<file path="config.mk">
export PLATFORM = sky130hd
export DESIGN_NAME = core_decode_stage
export DESIGN_NICKNAME = d
export VERILOG_FILES = /design/src/rtl/core_decode_stage.sv
export SDC_FILE = /design/constraint.sdc
export NUM_CORES = 1
export LEC_CHECK = 0
export BUFFER_PORTS_ARGS = -buffer_cell sky130_fd_sc_hd__buf_2
export CAP_MARGIN = 25
export CORE_ASPECT_RATIO = 1.2
export CORE_MARGIN = 8
export CORE_UTILIZATION = 45
export CTS_BUF_LIST = sky130_fd_sc_hd__clkbuf_8
export DETAILED_ROUTE_END_ITERATION = 10
export GPL_ROUTABILITY_DRIVEN = 1
export GPL_TIMING_DRIVEN = 0
export PLACE_DENSITY = 0.71
export SLEW_MARGIN = 20
export SYNTH_ARGS = -nofsm -noshare
export SYNTH_HDL_FRONTEND = slang
export SYNTH_SLANG_ARGS = --single-unit
</file>
<file path="constraint.sdc">
create_clock -name clk -period 2.2 [get_ports clk]
set_clock_uncertainty 0.2 [all_clocks]
set_input_delay 0 -clock clk [delete_from_list [all_inputs] [get_ports clk]]
set_output_delay 0 -clock clk [all_outputs]
set_load 0.03 [all_outputs]
</file>
<file path="src/rtl/core_decode_stage.sv">
`default_nettype none
// ============================================================================
// Module      : core_decode_stage
// Description : RV32I instruction decode stage. Decodes the incoming word
//               combinationally and registers the bundle into a two-entry
//               buffer (output register + skid register) so the input ready
//               is a registered signal with no path from i_ready.
//               Optional M-extension decode is enabled by defining
//               CORE_DECODE_M_EXT_EN.
// Revision    : 1.0 - initial release
// ============================================================================
module core_decode_stage #(
    parameter int XLEN  = 32,
    parameter int CNT_W = 16
) (
    input  logic             clk,
    input  logic             rst_n,
    input  logic             i_valid,
    output logic             o_ready,
    input  logic [31:0]      i_instruction,
    input  logic [XLEN-1:0]  i_pc,
    output logic             o_valid,
    input  logic             i_ready,
    output logic [XLEN-1:0]  o_pc,
    output logic [6:0]       o_opcode,
    output logic [4:0]       o_rd,
    output logic [4:0]       o_rs1,
    output logic [4:0]       o_rs2,
    output logic [2:0]       o_funct3,
    output logic [2:0]       o_imm_type,
    output logic [XLEN-1:0]  o_imm,
    output logic [3:0]       o_alu_op,
    output logic             o_reg_wr_en,
    output logic             o_mem_rd,
    output logic             o_mem_wr,
    output logic             o_branch,
    output logic             o_jump,
    output logic             o_mul_div,
    output logic             o_illegal,
    output logic [CNT_W-1:0] o_illegal_cnt
);

    localparam logic [6:0] C_OP_LUI    = 7'b0110111;
    localparam logic [6:0] C_OP_AUIPC  = 7'b0010111;
    localparam logic [6:0] C_OP_JAL    = 7'b1101111;
    localparam logic [6:0] C_OP_JALR   = 7'b1100111;
    localparam logic [6:0] C_OP_BRANCH = 7'b1100011;
    localparam logic [6:0] C_OP_LOAD   = 7'b0000011;
    localparam logic [6:0] C_OP_STORE  = 7'b0100011;
    localparam logic [6:0] C_OP_IMM    = 7'b0010011;
    localparam logic [6:0] C_OP_REG    = 7'b0110011;
    localparam logic [6:0] C_OP_FENCE  = 7'b0001111;
    localparam logic [6:0] C_OP_SYSTEM = 7'b1110011;

    localparam logic [2:0] C_IMM_U = 3'b000;
    localparam logic [2:0] C_IMM_I = 3'b001;
    localparam logic [2:0] C_IMM_S = 3'b010;
    localparam logic [2:0] C_IMM_B = 3'b011;
    localparam logic [2:0] C_IMM_J = 3'b100;

    localparam logic [3:0] C_ALU_ADD  = 4'b0000;
    localparam logic [3:0] C_ALU_SUB  = 4'b1000;
    localparam logic [3:0] C_ALU_IN_2 = 4'b1111;

    typedef struct packed {
        logic [XLEN-1:0] pc;
        logic [6:0]      opcode;
        logic [4:0]      rd;
        logic [4:0]      rs1;
        logic [4:0]      rs2;
        logic [2:0]      funct3;
        logic [2:0]      imm_type;
        logic [XLEN-1:0] imm;
        logic [3:0]      alu_op;
        logic            reg_wr_en;
        logic            mem_rd;
        logic            mem_wr;
        logic            branch;
        logic            jump;
        logic            mul_div;
        logic            illegal;
    } bundle_t;

    typedef enum logic [1:0] {
        ST_EMPTY = 2'b00,
        ST_ONE   = 2'b01,
        ST_TWO   = 2'b10
    } state_t;

    state_t           r_state;
    state_t           w_state_nxt;
    bundle_t          r_out;
    bundle_t          r_skid;
    bundle_t          w_dec;
    logic             r_in_ready;
    logic [CNT_W-1:0] r_illegal_cnt;
    logic [31:0]      w_imm32;
    logic [6:0]       w_funct7;
    logic [2:0]       w_funct3;
    logic             w_accept;
    logic             w_xfer;
    logic             w_load_out_dec;
    logic             w_load_out_skid;
    logic             w_load_skid;

    assign w_funct7 = i_instruction[31:25];
    assign w_funct3 = i_instruction[14:12];
    assign w_accept = i_valid & r_in_ready;
    assign w_xfer   = (r_state != ST_EMPTY) & i_ready;

    // Combinational decode of the incoming instruction word
    always_comb begin
        w_dec          = '0;
        w_imm32        = '0;
        w_dec.pc       = i_pc;
        w_dec.opcode   = i_instruction[6:0];
        w_dec.rs1      = i_instruction[19:15];
        w_dec.rs2      = i_instruction[24:20];
        w_dec.funct3   = w_funct3;
        w_dec.imm_type = C_IMM_I;
        w_dec.alu_op   = C_ALU_ADD;

        case (i_instruction[6:0])
            C_OP_LUI: begin
                w_dec.imm_type  = C_IMM_U;
                w_dec.alu_op    = C_ALU_IN_2;
                w_dec.reg_wr_en = 1'b1;
            end
            C_OP_AUIPC: begin
                w_dec.imm_type  = C_IMM_U;
                w_dec.reg_wr_en = 1'b1;
            end
            C_OP_JAL: begin
                w_dec.imm_type  = C_IMM_J;
                w_dec.jump      = 1'b1;
                w_dec.reg_wr_en = 1'b1;
            end
            C_OP_JALR: begin
                w_dec.jump      = 1'b1;
                w_dec.reg_wr_en = 1'b1;
                w_dec.illegal   = (w_funct3 != 3'b000);
            end
            C_OP_BRANCH: begin
                w_dec.imm_type = C_IMM_B;
                w_dec.branch   = 1'b1;
                w_dec.alu_op   = C_ALU_SUB;
                w_dec.illegal  = (w_funct3 == 3'b010) || (w_funct3 == 3'b011);
            end
            C_OP_LOAD: begin
                w_dec.mem_rd    = 1'b1;
                w_dec.reg_wr_en = 1'b1;
            end
            C_OP_STORE: begin
                w_dec.imm_type = C_IMM_S;
                w_dec.mem_wr   = 1'b1;
            end
            C_OP_IMM: begin
                w_dec.reg_wr_en = 1'b1;
                w_dec.alu_op    = {w_funct7[5] & (w_funct3 == 3'b101), w_funct3};
            end
            C_OP_REG: begin
                w_dec.reg_wr_en = 1'b1;
                w_dec.alu_op    = {w_funct7[5], w_funct3};
                if (w_funct7 == 7'b0000000) begin
                    w_dec.illegal = 1'b0;
                end else if ((w_funct7 == 7'b0100000) &&
                             ((w_funct3 == 3'b000) || (w_funct3 == 3'b101))) begin
                    w_dec.illegal = 1'b0;
`ifdef CORE_DECODE_M_EXT_EN
                end else if (w_funct7 == 7'b0000001) begin
                    // funct3 passes through unchanged to pick MUL..REMU
                    w_dec.mul_div = 1'b1;
                    w_dec.alu_op  = C_ALU_ADD;
`endif
                end else begin
                    w_dec.illegal = 1'b1;
                end
            end
            C_OP_FENCE, C_OP_SYSTEM: begin
                w_dec.illegal = 1'b0;
            end
            default: begin
                w_dec.illegal = 1'b1;
            end
        endcase

        // Compressed-encoding space is not supported
        if (i_instruction[1:0] != 2'b11) begin
            w_dec.illegal = 1'b1;
        end

        // An illegal instruction must not cause any side effect downstream
        if (w_dec.illegal) begin
            w_dec.reg_wr_en = 1'b0;
            w_dec.mem_rd    = 1'b0;
            w_dec.mem_wr    = 1'b0;
            w_dec.branch    = 1'b0;
            w_dec.jump      = 1'b0;
            w_dec.mul_div   = 1'b0;
        end

        w_dec.rd = w_dec.reg_wr_en ? i_instruction[11:7] : 5'd0;

        case (w_dec.imm_type)
            C_IMM_U: w_imm32 = {i_instruction[31:12], 12'b0};
            C_IMM_S: w_imm32 = {{20{i_instruction[31]}}, i_instruction[31:25],
                                i_instruction[11:7]};
            C_IMM_B: w_imm32 = {{19{i_instruction[31]}}, i_instruction[31],
                                i_instruction[7], i_instruction[30:25],
                                i_instruction[11:8], 1'b0};
            C_IMM_J: w_imm32 = {{11{i_instruction[31]}}, i_instruction[31],
                                i_instruction[19:12], i_instruction[20],
                                i_instruction[30:21], 1'b0};
            default: w_imm32 = {{20{i_instruction[31]}}, i_instruction[31:20]};
        endcase
        w_dec.imm = XLEN'($signed(w_imm32));
    end

    // Buffer state register
    always_ff @(posedge clk or negedge rst_n) begin
        if (!rst_n) begin
            r_state <= ST_EMPTY;
        end else begin
            r_state <= w_state_nxt;
        end
    end

    // Buffer next-state and load-enable decode
    always_comb begin
        w_state_nxt     = r_state;
        w_load_out_dec  = 1'b0;
        w_load_out_skid = 1'b0;
        w_load_skid     = 1'b0;
        case (r_state)
            ST_EMPTY: begin
                if (w_accept) begin
                    w_state_nxt    = ST_ONE;
                    w_load_out_dec = 1'b1;
                end
            end
            ST_ONE: begin
                if (w_accept && w_xfer) begin
                    w_load_out_dec = 1'b1;
                end else if (w_accept) begin
                    w_state_nxt = ST_TWO;
                    w_load_skid = 1'b1;
                end else if (w_xfer) begin
                    w_state_nxt = ST_EMPTY;
                end
            end
            ST_TWO: begin
                if (w_xfer) begin
                    w_state_nxt     = ST_ONE;
                    w_load_out_skid = 1'b1;
                end
            end
            default: begin
                w_state_nxt = ST_EMPTY;
            end
        endcase
    end

    // Output and skid registers plus registered input ready
    always_ff @(posedge clk or negedge rst_n) begin
        if (!rst_n) begin
            r_out      <= '0;
            r_skid     <= '0;
            r_in_ready <= 1'b1;
        end else begin
            if (w_load_out_dec) begin
                r_out <= w_dec;
            end else if (w_load_out_skid) begin
                r_out <= r_skid;
            end
            if (w_load_skid) begin
                r_skid <= w_dec;
            end
            r_in_ready <= (w_state_nxt != ST_TWO);
        end
    end

    // Saturating count of accepted illegal instructions
    always_ff @(posedge clk or negedge rst_n) begin
        if (!rst_n) begin
            r_illegal_cnt <= '0;
        end else if (w_accept && w_dec.illegal && (r_illegal_cnt != '1)) begin
            r_illegal_cnt <= r_illegal_cnt + CNT_W'(1);
        end
    end

    assign o_ready       = r_in_ready;
    assign o_valid       = (r_state != ST_EMPTY);
    assign o_pc          = r_out.pc;
    assign o_opcode      = r_out.opcode;
    assign o_rd          = r_out.rd;
    assign o_rs1         = r_out.rs1;
    assign o_rs2         = r_out.rs2;
    assign o_funct3      = r_out.funct3;
    assign o_imm_type    = r_out.imm_type;
    assign o_imm         = r_out.imm;
    assign o_alu_op      = r_out.alu_op;
    assign o_reg_wr_en   = r_out.reg_wr_en;
    assign o_mem_rd      = r_out.mem_rd;
    assign o_mem_wr      = r_out.mem_wr;
    assign o_branch      = r_out.branch;
    assign o_jump        = r_out.jump;
    assign o_mul_div     = r_out.mul_div;
    assign o_illegal     = r_out.illegal;
    assign o_illegal_cnt = r_illegal_cnt;

endmodule
`default_nettype wire

</file>
==> impl_metrics.csv, run 1 <==
group,metric,value,unit
outcome,run_status,"completed",
setup_path,critPathLaunchType,"input port",
clock_tree,cts_made_buffers,37,
setup_path,worstPathArrival,2.32,ns
power,p_per_area,1322,mW/mm^2
timing,fin_crit,2.125,ns
final_layout,nets,1371,
placement,placed_cells,1454,
final_layout,finalNonFillerCells,1598,
power,ir_drop,0.0009293,V
timing,maxSlewHeadroom,61.09,%
flow_run,max_cap_violations,0,
global_routing,first_global_vias,8693,
synthesis,syn-num-nets,1068,
placement,dp_hpwl,20.74,mm
synthesis,synth_seq_cells,223,
floorplanning,core-area,0.02090,mm^2
global_routing,grt_usage,22.49,%
floorplanning,die-area,0.02612,mm^2
routing,vias,8599,
synthesis,ys_types,58,
clock_tree,insertion_delay,0.53,ns
setup_path,critical_path_class,"in -> reg",
routing,drt_iter0_markers,654,
timing,finalMaxSlewViolations,0,
timing,tightest_slew,0.5837,ns
global_routing,grt_max_degree,76,
power,p_total,16.56,mW
routing,viasPerCell,5.381,
synthesis,synth_edf_count,0,
clock_tree,clock_path_buffers,3,
synthesis,avgSynthCellArea,9.542,um^2
floorplanning,std_cell_rows,58,
floorplanning,pin_count,189,
routing,firstDrtPassIters,5,
timing,hold_viol,0,
synthesis,syn_area,0.009533,mm^2
synthesis,async_flop_share,100.0,%
clock_tree,cts_sinks,223,
global_routing,antenna_found_initial,0,
routing,drc_errors,0,
synthesis,yosysSeqAreaShare,58.55,%
floorplanning,start_util,45.61,%
routing,wire_per_inst,18.49,um
placement,io_buffers,183,
setup_path,crit_required,2.39,ns
clock_tree,root_buffer,"clkbuf_8",
final_layout,num_antenna_cells,0,
clock_tree,cts.htree.levels,2,
final_layout,synthToLayoutAreaGrowth,31.37,%
placement,routabilityCongestion,0.9285,
timing,fin_crit_sh,96.59,%
routing,ant_nets,0,
timing,rsz0062_at_grt,"true",
global_routing,grt_pass1_wl,47.15,mm
final_layout,fin_area,0.01252,mm^2
setup_path,path_max_fanout,10,
setup_path,endpoint_kind,"flop",
clock_tree,clkTransAtPathRegs,0.06,ns
worst_hold_path,hp-class,"in -> reg",
final_layout,final_layout_size_suffix_gt1_share,24.02,%
global_routing,overflow,0,
synthesis,ys.flop_type,"dfrtp_1",
floorplanning,die_x,148.9,um
timing,max_freq,0.4706,GHz
routing,wl,29.55,mm
synthesis,synth_warnings,0,
power,power_leakage,6.452,nW
placement,placed_area,0.01086,mm^2
floorplanning,die_height,175.4,um
clock_tree,cts_tree,"built",
timing,setup_viol,0,
synthesis,syn_inst,999,
[stage by stage]
step	setup TNS (ns)	utilization (%)	hold WS [ns]	setup WS [ns]
2_1_floorplan	0	-	-0.4956	0.02715
3_3_place_gp	-724.15	51.63	0.006609	-2.973
3_5_place_dp	-70.55	51.95	-0.1771	-0.8421
4_1_cts	0	59.59	0.0004384	0.001630
5_1_grt	-0.08761	59.92	0.02666	-0.03657
6_report	0	59.92	0.02691	0.07501
[worst max-delay path: stages]
cell and delay (ns):
buf_2 0.11, buf_2 0.18, dlygate4sd3_1 0.63, nand3_1 0.22
nor3_4 0.45, nor2b_1 0.11, buf_1 0.23, a21oi_1 0.27
o21ai_0 0.11
[worst paths after layout]
| kind | start | to | slack (ns) | depth (start not counted) |
|---|---|---|---|---|
| min in group asynchronous | rst_n | o_illegal_cnt[10] | 0.41 | 3 |
| worst min-delay path | i_pc[3] | r_skid[74] | 0.03 | 4 |
| max in group asynchronous | rst_n | o_pc[21] | 0.61 | 4 |
| worst max-delay path | i_instruction[2] | r_skid[41] | 0.08 | 9 |
| worst min register to register | o_pc[3] | o_pc[3] | 0.27 | 2 |
| worst max register to register | r_state[1] | o_pc[28] | 0.10 | 7 |
[cells by family after synthesis]
| kind of cell | count (synthesis) | share of synthesized area [%] |
|---|---|---|
| flip-flops | 223 | 58.55 |
| AND/OR/NAND/NOR | 458 | 20.66 |
| multiplexers | 4 | 0.4987 |
| other | 1 | 0.03934 |
| buffers and inverters | 77 | 3.491 |
| AO/OA/AOI/OAI | 219 | 15.16 |
| adder cells (fa/ha/maj) | 1 | 0.1312 |
| XOR/XNOR | 16 | 1.470 |
[power by group]
part / internal [mW] / switching [mW]
logic: 1.90 / 4.16
clock network: 2.07 / 1.63
registers: 5.80 / 0.997
total: 9.77 / 6.79
[state kept, by name (all words and copies together) (netlist names), 3 cells and up]
| signal | flops |
|---|---|
| o_rd | 5 |
| o_illegal_cnt | 16 |
| o_imm_type | 3 |
| o_rs2 | 5 |
| o_rs1 | 5 |
| o_pc | 32 |
| r_skid | 102 |
| o_imm | 32 |
| o_opcode | 7 |
| o_funct3 | 3 |
| o_alu_op | 4 |
[synthesized netlist by cell type, drive strengths merged (2+ instances only)]
| cell type | count | area share, % |
|---|---|---|
| nand2 | 348 | 14 |
| dfrtp | 222 | 58 |
| a22oi | 80 | 6.3 |
| clkbuf | 50 | 2.0 |
| o21ai | 48 | 2.5 |
| a21oi | 47 | 2.5 |
| and3 | 21 | 1.4 |
| buf | 21 | 1.3 |
| nor2 | 21 | 0.88 |
| nor3 | 17 | 1.1 |
| xor2 | 14 | 1.3 |
| a22o | 12 | 1.1 |
| nand3 | 10 | 0.53 |
| a221o | 8 | 0.84 |
| and2 | 8 | 0.53 |
| nand2b | 8 | 0.53 |
| a211oi | 7 | 0.55 |
| nor4 | 7 | 0.46 |
| inv | 6 | 0.24 |
| nor2b | 5 | 0.35 |
| o22ai | 4 | 0.26 |
| mux2 | 3 | 0.39 |
| a21boi | 2 | 0.16 |
| a21o | 2 | 0.16 |
| a31oi | 2 | 0.13 |
| a32oi | 2 | 0.18 |
| nand3b | 2 | 0.20 |
| nor3b | 2 | 0.16 |
| o31ai | 2 | 0.21 |
| or2 | 2 | 0.13 |
| or3 | 2 | 0.13 |
| xnor2 | 2 | 0.18 |
[per-layer routing]
layer	share of wire [%]	wire [um]	GRT usage, %	vias up
met1	40	11900	27.92	4188
met3	7.6	2236	5.664	52
met4	2.9	854	8.892	0
met2	49	14560	36.89	329
met5	0	0	0	-
li1	-	-	-	4030
[cells in the final DEF (no fill, tap or decap), types with 7 or more instances in the layout]
cell type,count
inv_1,19
nand2_1,345
nor3_1,10
buf_2,194
a221o_1,8
and3_1,21
and2_1,7
nand2b_1,8
dfrtp_1,221
nand3_1,10
a22o_1,12
clkbuf_1,19
a211oi_1,7
clkbuf_8,48
a21oi_1,47
nor2_1,16
xor2_1,14
a22oi_1,80
dlygate4sd3_1,77
clkbuf_2,28
nor4_1,7
o21ai_0,43
[what timing repair did]
action	CTS	global route
setup endpoints to repair	193	174
hold endpoints to repair	434	0
gates resized for setup	33	41
pin swaps	1	2
hold buffers	77	0
buffers inserted	1	2
[layout make-up]
cell class | count | area, um^2
inverter | 6 | 22.52
clock buffer | 48 | 660.6
clock inverter | 17 | 96.34
fill | 1794 | 8377
multi-input combinational | 699 | 3684
timing repair buffer | 265 | 1774
sequential | 223 | 5583
tap | 270 | 337.8
buffer | 70 | 365.4
Power figures use the tool's default switching activity.
==> run 2: changes to the inputs <==
PLACE_DENSITY = 0.7   (was 0.71)
==> run 2 against run 1 <==
Worst setup slack improved by 0.0028 ns; count of clock-buffer cells in the layout unchanged; fmax increased by 0.13%; first-iteration DRC count decreased by 8.1%; flip-flop and latch count unchanged; global-route usage about the same; sequential power about the same; sequential share of layout area increased by 0.098 points; power decreased by 0.86%; critical endpoint is now o_pc[30]; largest power group unchanged.
==> impl_metrics.csv, run 2 (synthesis gave the netlist of run 1 again) <==
group,metric,value,unit
final_layout,multi_input_area,0.003696,mm^2
global_routing,grt_pass1_wl,47.31,mm
routing,viasPerCell,5.345,
placement,io_buffers,183,
clock_tree,cts_made_buffers,37,
timing,maxSlewHeadroom,54.83,%
floorplanning,die_height,175.4,um
placement,placed_cells,1454,
clock_tree,clock_path_buffers,3,
worst_hold_path,hp-class,"in -> reg",
final_layout,synthToLayoutAreaGrowth,31.08,%
routing,vias,8526,
final_layout,final_layout_size_suffix_gt1_share,24.23,%
final_layout,num_antenna_cells,0,
final_layout,nets,1369,
placement,dp_hpwl,20.59,mm
floorplanning,core-area,0.02090,mm^2
final_layout,finalNonFillerCells,1595,
setup_path,critical_path.startpoint,"o_ready",
timing,tightest_slew,0.6776,ns
floorplanning,std_cell_rows,58,
floorplanning,die-area,0.02612,mm^2
global_routing,overflow,0,
placement,routabilityCongestion,0.9165,
clock_tree,cts_tree,"built",
final_layout,largest_register,"r_skid",
final_layout,largest_reg_flops,102,
flow_run,max_cap_violations,0,
outcome,run_status,"completed",
timing,fin_crit_sh,96.47,%
global_routing,antenna_found_initial,0,
setup_path,worstPathArrival,2.38,ns
global_routing,first_global_vias,8850,
clock_tree,insertion_delay,0.52,ns
timing,hold_viol,0,
routing,firstDrtPassIters,6,
routing,wire_per_inst,18.45,um
clock_tree,root_buffer,"clkbuf_8",
setup_path,crit_end,"o_pc[30]",
timing,fin_crit,2.122,ns
routing,ant_nets,0,
final_layout,layout_common_cells,"nand2_1 (345), dfrtp_1 (221), buf_2 (197), a22oi_1 (80), dlygate4sd3_1 (75)",
power,power_leakage,6.425,nW
clock_tree,clkTransAtPathRegs,0.06,ns
setup_path,worstRegToRegCells,6,
final_layout,regArea,0.005583,mm^2
global_routing,grt_usage,22.47,%
setup_path,path_max_fanout,10,
routing,drc_errors,0,
setup_path,endpoint_kind,"flop",
timing,setup_viol,0,
final_layout,n_fill_cell,1822,
timing,finalMaxSlewViolations,0,
floorplanning,pin_count,189,
final_layout,layout_commonest_cell,"nand2_1",
routing,drt_iter0_markers,601,
setup_path,ff2ff_setup_slack,0.08,ns
power,ir_drop,0.0007351,V
setup_path,critical_path_class,"reg -> reg",
setup_path,r2r_end,"o_pc[30]",
worst_hold_path,min_from,"i_pc[25]",
routing,wl,29.42,mm
global_routing,grt_max_degree,88,
timing,max_freq,0.4712,GHz
clock_tree,cts.htree.levels,2,
power,p_per_area,1314,mW/mm^2
clock_tree,cts_sinks,223,
setup_path,r2r_start,"o_ready",
setup_path,critPathLaunchType,"flop",
floorplanning,start_util,45.61,%
final_layout,final_core_util,59.79,%
setup_path,crit_required,2.46,ns
floorplanning,die_x,148.9,um
-- run 2: area by class of cell --
type,instances,share of cell area (%)
plain buffers,70,2.984
clock inverters,16,0.5507
multi-input cells,699,29.58
inverters,6,0.1802
clock buffers,48,5.287
flip-flops and latches,223,44.68
repair buffers,263,14.04
well taps,270,2.704
-- run 2: worst max-delay path, stage by stage, from the launching register on --
cell and delay, ns:
dfstp_2 0.54, nand2_2 0.18, nor3_4 0.23, buf_2 0.33
clkbuf_2 0.33, a22oi_1 0.15, nand2_1 0.08
-- run 2: what timing repair did --
item | in CTS | in global routing
hold buffers | 75 | 0
pin swaps | 1 | 3
setup endpoints to repair | 194 | 158
endpoints found under the hold margin | 432 | 0
gates resized for setup | 36 | 40
setup buffers | 1 | 2
-- run 2: worst min-delay path by stage --
stage | to | depth (start not counted)
after floorplan | o_alu_op[0] | 0
after global placement | r_skid[81] | 3
after detailed placement | o_illegal_cnt[14] | 1
after CTS | r_skid[83] | 4
after global routing | r_skid[96] | 4
final | r_skid[96] | 4
-- run 2: through the flow --
stage | area [um^2] | worst slack (ns) | TNS, ns | power [mW] | hold slack [ns]
after floorplan | 9538 | 0.02715 | 0 | 10.60 | -0.4956
after global placement | 10790 | -2.983 | -728.42 | 12.54 | 0.004459
after detailed placement | 10860 | -0.8220 | -71.19 | 12.69 | -0.1341
after CTS | 12420 | 0.01339 | 0 | 16.49 | 0.005655
after global routing | 12500 | -0.007923 | -0.007923 | 17.43 | 0.02025
final | 12500 | 0.07777 | 0 | 16.42 | 0.02739
-- run 2: where the power goes --
group / total (mW) / internal [mW] / switching, mW
combinational: 6.03 / 1.90 / 4.13
sequential: 6.79 / 5.80 / 0.994
clock: 3.60 / 1.95 / 1.65
total: 16.4 / 9.65 / 6.77
-- run 2: metal layers --
| layer | part of all wire [%] | GRT usage [%] | vias up |
|---|---|---|---|
| met2 | 49 | 37.61 | 298 |
| met1 | 40 | 27.36 | 4150 |
| li1 | - | - | 4012 |
| met4 | 3.6 | 9.271 | 0 |
| met5 | 0 | 0 | - |
| met3 | 6.9 | 5.227 | 66 |
==> run 3: changes to the inputs <==
CORE_UTILIZATION = 52   (was 45)
PLACE_DENSITY = 0.79   (was 0.7)
==> run 3 against run 2 <==
Routed wire length up 1.2%; largest power group unchanged; flip-flop and latch count unchanged; fmax down 1.5%; design area down 0.42%; count of clock-buffer cells in the layout down 1; sequential power about the same; power down 0.22%; cell count down 2.8%; core utilization up 8.9 points; sequential share of layout area up 0.19 points; global-route usage up 3.0 points; non-clock buffer count up 5.
==> impl_metrics.csv, run 3 (synthesis gave the netlist of run 1 again) <==
group,metric,value,unit
outcome,run_status,"completed",
floorplanning,die-area,0.02294,mm^2
routing,drt_iter0_markers,624,
clock_tree,insertion_delay,0.52,ns
final_layout,synthToLayoutAreaGrowth,30.53,%
power,ir_drop,0.0009259,V
timing,fin_crit_sh,97.89,%
routing,top_layer,"met4",
setup_path,worstPathArrival,2.34,ns
final_layout,nets,1373,
placement,routabilityCongestion,0.9202,
setup_path,critical_path_class,"in -> reg",
power,p_sw_share,41.42,%
routing,wl_met1,11.36,mm
setup_path,path_max_fanout,10,
final_layout,n_fill_cell,1417,
setup_path,critical_path.startpoint,"i_instruction[3]",
timing,setup_viol,0,
power,clkPwrFrac,21.2,%
floorplanning,die_x,139.6,um
timing,tightest_slew,0.6182,ns
setup_path,r2r_start,"o_ready",
clock_tree,clock_path_buffers,3,
routing,wire_per_inst,19.20,um
global_routing,first_global_vias,8850,
routing,viasPerCell,5.677,
clock_tree,cts_sinks,223,
power,p_total,16.38,mW
final_layout,largest_reg_flops,102,
final_layout,layout_common_cells,"nand2_1 (345), dfrtp_1 (221), buf_2 (196), a22oi_1 (80), dlygate4sd3_1 (75)",
routing,firstDrtPassIters,5,
placement,dp_hpwl,20.08,mm
timing,finalMaxSlewViolations,0,
power,p_seq_share,41.4,%
floorplanning,std_cell_rows,54,
global_routing,grt_usage,25.49,%
routing,dr_wl_met3,2.244,mm
worst_hold_path,hp-class,"in -> reg",
timing,fin_ws,0.04643,ns
clock_tree,cts_tree,"built",
timing,maxSlewHeadroom,58.79,%
timing,hold_viol,0,
clock_tree,cts.htree.levels,2,
floorplanning,die_height,164.3,um
routing,ant_nets,0,
setup_path,critPathLaunchType,"input port",
global_routing,antenna_found_initial,1,
routing,wl,29.78,mm
power,comb_power_share,37.4,%
flow_run,max_cap_violations,0,
placement,pre_cts_ws,-0.8412,ns
global_routing,grt_max_degree,100,
timing,rsz0062_at_grt,"true",
power,intPower,9.598,mW
power,switchingPower,6.785,mW
power,p_per_area,1317,mW/mm^2
setup_path,crit_required,2.39,ns
timing,max_freq,0.4643,GHz
global_routing,overflow,0,
clock_tree,root_buffer,"clkbuf_8",
routing,vias,8805,
final_layout,final_core_util,68.72,%
routing,dr_wl_met2,15.02,mm
worst_hold_path,min_from,"i_pc[22]",
clock_tree,cts_made_buffers,36,
global_routing,grt_pass1_wl,46.57,mm
placement,io_buffers,183,
setup_path,endpoint_kind,"flop",
power,power_leakage,6.426,nW
final_layout,final_layout_size_suffix_gt1_share,23.92,%
final_layout,layout_commonest_cell,"nand2_1",
floorplanning,core-area,0.01811,mm^2
timing,fin_crit,2.154,ns
routing,drc_errors,0,
clock_tree,clkTransAtPathRegs,0.06,ns
floorplanning,pin_count,189,
final_layout,largest_register,"r_skid",
floorplanning,start_util,52.65,%
run 3: repair_timing:
action / in CTS / in global routing
hold buffers: 76 / 0
buffers inserted: 1 / 5
endpoints found under the hold margin: 334 / 0
gates resized for setup: 29 / 37
gates cloned: 0 / 1
pin swaps: 1 / 2
endpoints found under the setup margin: 193 / 175
run 3: power by group through the flow:
stage | sequential, mW | combinational (mW) | clock, mW
global route | 6.98 | 6.64 | 3.70
finish | 6.79 | 6.13 | 3.47
CTS | 6.75 | 6.07 | 3.53
detailed placement | 6.79 | 5.90 | 0
global placement | 6.73 | 5.75 | 0
floorplan | 8.45 | 2.15 | 0
run 3: per-stage QoR:
step | hold WS, ns | setup TNS [ns] | cell area, um^2 | instances
floorplan | -0.4956 | 0 | 9538 | 999
global placement | 0.005227 | -704.71 | 10730 | 1406
detailed placement | -0.2954 | -68.35 | 10800 | 1408
CTS | 0.004852 | 0 | 12330 | 1544
global route | 0.03529 | -0.1024 | 12440 | 1550
finish | 0.02691 | 0 | 12440 | 1551
run 3: final cells by class:
cell class                 instances  area, um^2  share of cell area (%)
buffer                            70       355.3                   2.856
clock inverter                    12       46.29                  0.3720
multi-input combinational        699        3702                   29.75
antenna                            2       5.005                 0.04022
tap                              224       280.3                   2.252
inverter                           6       22.52                  0.1810
sequential                       223        5583                   44.87
timing repair buffer             268        1802                   14.48
clock buffer                      47       646.9                   5.199
run 3: final timing paths:
check                                    end  slack, ns  cells past startpoint
min                               r_skid[93]       0.03                      4
max                        o_illegal_cnt[13]       0.05                     10
min reg2reg                         o_pc[20]       0.27                      2
max in group asynchronous         r_skid[40]       0.52                      5
max reg2reg                       r_skid[86]       0.09                      7
min in group asynchronous            o_ready       0.38                      3
run 3: worst max-delay path: stages:
cell and delay [ns]:
dlygate4sd3_1 0.56, buf_2 0.15, nand3b_1 0.27, a211oi_1 0.12, or4_4 0.53, nor2b_4 0.17
buf_6 0.15, buf_8 0.15, nor3_1 0.08, xor2_1 0.16
run 3: per-layer routing:
metal	vias up	track usage (%)
li1	4031	-
met1	4304	29.97
met2	380	43.76
met3	90	6.310
met4	0	11.57
met5	-	0
